`src/rtl/uart_pkg.sv`:
```
// Shared UART definitions.
// Holds the receiver state encoding, default framing constants and the
// command byte values exchanged with state_machine over the serial link.
package uart_pkg;

    typedef enum logic [2:0] {
        IDLE,
        START,
        DATA,
        STOP,
        BREAK
    } rx_state_t;

    localparam int DEFAULT_CLKS_PER_BIT = 16;
    localparam int UART_DATA_BITS       = 8;

    // Command bytes understood by state_machine
    localparam logic [7:0] CMD_UART_TX = 8'h2A;
    localparam logic [7:0] CMD_UART_RX = 8'h45;

endpackage

```
`src/rtl/sync_2ff.sv`:
```
// Two-flop synchronizer for a single asynchronous input.
// Ports:
//   clk   - system clock
//   reset - synchronous active-high reset, loads RESET_VAL into both flops
//   d     - asynchronous input
//   q     - synchronized output, two cycles behind d
module sync_2ff #(
    parameter logic RESET_VAL = 1'b1
) (
    input  logic clk,
    input  logic reset,
    input  logic d,
    output logic q
);

    logic meta_reg;
    logic sync_reg;

    always_ff @(posedge clk) begin
        if (reset) begin
            meta_reg <= RESET_VAL;
            sync_reg <= RESET_VAL;
        end else begin
            meta_reg <= d;
            sync_reg <= meta_reg;
        end
    end

    assign q = sync_reg;

endmodule

```
`src/rtl/uart_receiver.sv`:
```
// 8N1-style UART receiver, LSB first, fixed oversampling.
// The start bit is re-checked half a bit after its falling edge; every
// following bit is then sampled one full bit later, i.e. at mid-bit.
// Ports:
//   clk       - system clock
//   reset     - synchronous active-high reset (discards a frame in progress)
//   rx        - asynchronous serial line, idle high
//   recv      - one-cycle strobe, uart_rx holds a newly received byte
//   uart_rx   - last correctly framed byte, held between strobes
//   frame_err - one-cycle strobe, stop bit was sampled low
module uart_receiver
    import uart_pkg::*;
#(
    parameter int CLKS_PER_BIT = DEFAULT_CLKS_PER_BIT,
    parameter int DATA_BITS    = UART_DATA_BITS
) (
    input  logic                 clk,
    input  logic                 reset,
    input  logic                 rx,
    output logic                 recv,
    output logic [DATA_BITS-1:0] uart_rx,
    output logic                 frame_err
);

    localparam int CNT_W = $clog2(CLKS_PER_BIT);
    localparam int IDX_W = (DATA_BITS > 1) ? $clog2(DATA_BITS) : 1;

    localparam logic [CNT_W-1:0] HALF_LAST = CNT_W'(CLKS_PER_BIT / 2 - 1);
    localparam logic [CNT_W-1:0] BIT_LAST  = CNT_W'(CLKS_PER_BIT - 1);
    localparam logic [IDX_W-1:0] IDX_LAST  = IDX_W'(DATA_BITS - 1);

    logic rx_s;

    rx_state_t            state_reg, state_next;
    logic [CNT_W-1:0]     cnt_reg, cnt_next;
    logic [IDX_W-1:0]     idx_reg, idx_next;
    logic [DATA_BITS-1:0] shift_reg, shift_next;
    logic [DATA_BITS-1:0] uart_rx_reg, uart_rx_next;
    logic                 recv_reg, recv_next;
    logic                 frame_err_reg, frame_err_next;

    sync_2ff #(
        .RESET_VAL (1'b1)
    ) u_rx_sync (
        .clk   (clk),
        .reset (reset),
        .d     (rx),
        .q     (rx_s)
    );

    // State and datapath registers
    always_ff @(posedge clk) begin
        if (reset) begin
            state_reg     <= IDLE;
            cnt_reg       <= '0;
            idx_reg       <= '0;
            shift_reg     <= '0;
            uart_rx_reg   <= '0;
            recv_reg      <= 1'b0;
            frame_err_reg <= 1'b0;
        end else begin
            state_reg     <= state_next;
            cnt_reg       <= cnt_next;
            idx_reg       <= idx_next;
            shift_reg     <= shift_next;
            uart_rx_reg   <= uart_rx_next;
            recv_reg      <= recv_next;
            frame_err_reg <= frame_err_next;
        end
    end

    // Next-state logic; the counter restarts on every state change
    always_comb begin
        state_next = state_reg;
        cnt_next   = cnt_reg + CNT_W'(1);
        idx_next   = idx_reg;
        shift_next = shift_reg;
        unique case (state_reg)
            IDLE: begin
                cnt_next = '0;
                if (!rx_s) begin
                    state_next = START;
                end
            end
            START: begin
                if (cnt_reg == HALF_LAST) begin
                    cnt_next   = '0;
                    idx_next   = '0;
                    // A line already back high at mid start bit was a glitch
                    state_next = rx_s ? IDLE : DATA;
                end
            end
            DATA: begin
                if (cnt_reg == BIT_LAST) begin
                    cnt_next   = '0;
                    // LSB arrives first, so new bits enter at the top
                    shift_next = DATA_BITS'({rx_s, shift_reg} >> 1);
                    if (idx_reg == IDX_LAST) begin
                        state_next = STOP;
                    end else begin
                        idx_next = idx_reg + IDX_W'(1);
                    end
                end
            end
            STOP: begin
                if (cnt_reg == BIT_LAST) begin
                    cnt_next   = '0;
                    state_next = rx_s ? IDLE : BREAK;
                end
            end
            BREAK: begin
                // Hold here while the line stays low so a break reports once
                cnt_next = '0;
                if (rx_s) begin
                    state_next = IDLE;
                end
            end
            default: begin
                cnt_next   = '0;
                state_next = IDLE;
            end
        endcase
    end

    // Output logic, registered above so both strobes are glitch-free
    always_comb begin
        recv_next      = 1'b0;
        frame_err_next = 1'b0;
        uart_rx_next   = uart_rx_reg;
        if (state_reg == STOP && cnt_reg == BIT_LAST) begin
            if (rx_s) begin
                recv_next    = 1'b1;
                uart_rx_next = shift_reg;
            end else begin
                frame_err_next = 1'b1;
            end
        end
    end

    assign recv      = recv_reg;
    assign uart_rx   = uart_rx_reg;
    assign frame_err = frame_err_reg;

endmodule

```
`config.mk`:
```
export PLATFORM = sky130hd
export DESIGN_NAME = uart_receiver
export DESIGN_NICKNAME = d
export VERILOG_FILES = /design/src/rtl/uart_pkg.sv /design/src/rtl/sync_2ff.sv /design/src/rtl/uart_receiver.sv
export SDC_FILE = /design/constraint.sdc
export NUM_CORES = 1
export LEC_CHECK = 0
export CAP_MARGIN = 0
export CORE_UTILIZATION = 50
export DETAILED_ROUTE_END_ITERATION = 16
export PLACE_DENSITY = 0.74
export SYNTH_ARGS = -nofsm -noshare
export SYNTH_HDL_FRONTEND = slang
export SYNTH_SLANG_ARGS = --single-unit
```
`constraint.sdc`:
```
create_clock -name clk -period 1.4 [get_ports clk]
set_input_delay 0.35 -clock clk [delete_from_list [all_inputs] [get_ports clk]]
set_output_delay 0.35 -clock clk [all_outputs]
set_load 0.1 [all_outputs]
```
==> reports/metrics.yaml <==
logic_synthesis:
  synthFlopType: "dfxtp_1"
  synth-seq-cells: 30
  yosys-top-cells-area: "dfxtp_1 (44%), nand2b_1 (9.3%), mux2i_1 (8.1%)"
  yosysMostFrequentCell: "dfxtp_1"
  synth_common_cells: "dfxtp_1 (30), nand2b_1 (20), mux2i_1 (11), a21oi_1 (9), o21ai_0 (9)"
  synthCells: 140
  syn_avg_cell_area_sq_um: 9.66
  ys_warn_count: 0
  synth_nets: 146
  synth_edf_count: 0
  synth_area_leader_cell: "dfxtp_1"
  synth_area_sq_mm: 0.00135
  ys_seq_area_share_pct: 44.4
  ys_types: 33
  yosysTopAreaCellShare_pct: 44.4
  async_flop_share_pct: 0
finish:
  drive_above_1_share_pct: 33.7
  nNetsFinal: 171
  multi_input_area_sq_um: 751
  antennaDiodeCount: 0
  area_delta_synth_final_pct: 35.4
  ff_latch_area_sq_um: 612
  finish.instance_area_sq_mm: 0.00183
  fillers: 191
floorplan:
  initial_core_util_pct: 53.6
  die-width_microns: 54.0
  die-area_sq_mm: 0.00292
  num_rows: 18
  io_pins: 13
  die_h_microns: 54.0
  coreArea_sq_mm: 0.00252
clock_tree:
  numCtsBuffers: 5
  cts_tree: "done"
  cts.sinks: 30
  root_buffer: "clkbuf_4"
  cts_max_level: 2
  clk_pin_slew_ns: 0.10
  hold_buffers: 0
  ctsLongestPathBuffers: 2
  insertion_delay_ns: 0.33
placed_design:
  io_buffers: 12
  pre_cts_ws_ns: -0.158
  dp_hpwl_mm: 1.92
  gp_congestion: 0.823
  placed_area_sq_mm: 0.00170
sta:
  setup_viol: 3
  tns_ns: -0.0497
  hold_viol_final: 0
  final.period_utilization_pct: 101
  final.setup.worst_slack_ns: -0.0206
  period_needed_ns: 1.42
  rsz0062_at_grt: "yes"
  timing.fmax_mhz: 704
  slew_headroom_pct: 74.0
  slew_violations: 0
  timing.hold.ws_ns: 0.434
  final.setup_skew_ns: 0.00320
  worst_slew_pin_slew_ns: 0.385
global_routing:
  grt_pass1_vias: 987
  grt.overflow.total: 0
  grt_usage_pct: 23.1
  grt_pass1_wl_mm: 4.55
  antenna_found_initial: 0
  grt.busiest_layer: "met2"
  grt_max_degree: 30
  met2_usage_pct: 35.4
  gr-usage-met1_pct: 28.4
  grtUsageMet3_pct: 9.32
worst_setup_path:
  critPathKind: "reg -> reg"
  cp_max_fo: 3
  cp_data_required_time_ns: 1.62
  crit_path_end_kind: "flop"
  start_kind: "flop"
  crit_arrival_ns: 1.64
routing:
  drtIter0Drc: 26
  via_per_inst: 5.48
  dr_total_vias: 1074
  drtPass1Iterations: 4
  drcViolationCount: 0
  wire_per_inst_microns: 13.9
  wirelength_mm: 2.73
  antenna_left: 0
power:
  powerDensity_mw_per_mm2: 809
  p_leak_nw: 0.629
  max-vdd-ir-drop_v: 0.000792
status:
  violations: "setup timing"
  status: "complete, but fails checks"
flow_run:
  cap_viol_max_count: 0
worst_hold_path:
  hold_class: "reg -> reg"
==> routing by layer <==
layer  part of all wire [%]  wire [microns]
met5                      0               0
met4                    1.9              51
met3                    3.8             104
met2                     47            1290
met1                     47            1290
==> through the flow <==
stage / util [%] / std cells / total power, W
2_1_floorplan: - / 140 / 0.000920
3_3_place_gp: 67.6 / 184 / 0.000939
3_5_place_dp: 67.6 / 184 / 0.000942
4_1_cts: 71.0 / 194 / 0.00149
5_1_grt: 72.6 / 196 / 0.00154
6_report: 72.6 / 196 / 0.00148
==> kinds of logic after synthesis <==
| family | Yosys count | synth area share [%] |
|---|---|---|
| AO/OA/AOI/OAI | 27 | 12.4 |
| XOR/XNOR | 2 | 1.30 |
| adder cells (fa/ha/maj) | 3 | 2.78 |
| buffers and inverters | 14 | 6.10 |
| flip-flops | 30 | 44.4 |
| multiplexers | 11 | 8.14 |
| AND/OR/NAND/NOR | 53 | 24.9 |
==> worst max-delay path, cell delays in order (launching register included) <==
cell and delay [ns]:
dfxtp_2 0.35, ha_4 0.16, ha_4 0.16, nor4bb_4 0.28, o2111ai_2 0.20, mux2i_1 0.16
==> final timing paths <==
check / from / endpoint / slack [ns] / cells after the start
max: idx_reg[1] / idx_reg[1] / -0.02 / 5
min: u_rx_sync.meta_reg / u_rx_sync.q / 0.43 / 1
max reg2reg: idx_reg[1] / idx_reg[1] / -0.02 / 5
min reg2reg: u_rx_sync.meta_reg / u_rx_sync.q / 0.43 / 1
==> power by group <==
| group | total (W) | switching, W | internal, W |
|---|---|---|---|
| combinational | 0.0000604 | 0.0000295 | 0.0000309 |
| sequential | 0.000865 | 0.00000750 | 0.000857 |
| clock | 0.000557 | 0.000314 | 0.000243 |
==> layout make-up <==
cell class	count	area share [%]
Clock inverter	1	0.273
Inverter	3	0.615
Sequential cell	30	33.4
Clock buffer	7	3.01
Multi-Input combinational cell	96	41.0
Tap cell	30	2.05
Timing Repair Buffer	29	19.7
==> cells in the final DEF (no fill, tap or decap), drive strengths merged, types with 2 or more instances in the layout <==
cell type	instances
or3	2
dfxtp	30
and3	3
buf	27
clkbuf	7
a21oi	9
a211oi	2
inv	3
ha	3
nor2	6
a2111oi	2
nand2	3
nand3	9
a311oi	2
clkdlybuf4s50	2
or2	3
nand2b	20
xnor2	2
mux2i	11
o21ai	9
==> timing repair <==
item / 4_1_cts / 5_1_grt
buffers inserted: 2 / 2
endpoints found under the setup margin: 4 / 23
resized for setup: 3 / 10
pin swaps: 4 / 1
Note: power is estimated with default switching activity, not from simulation.
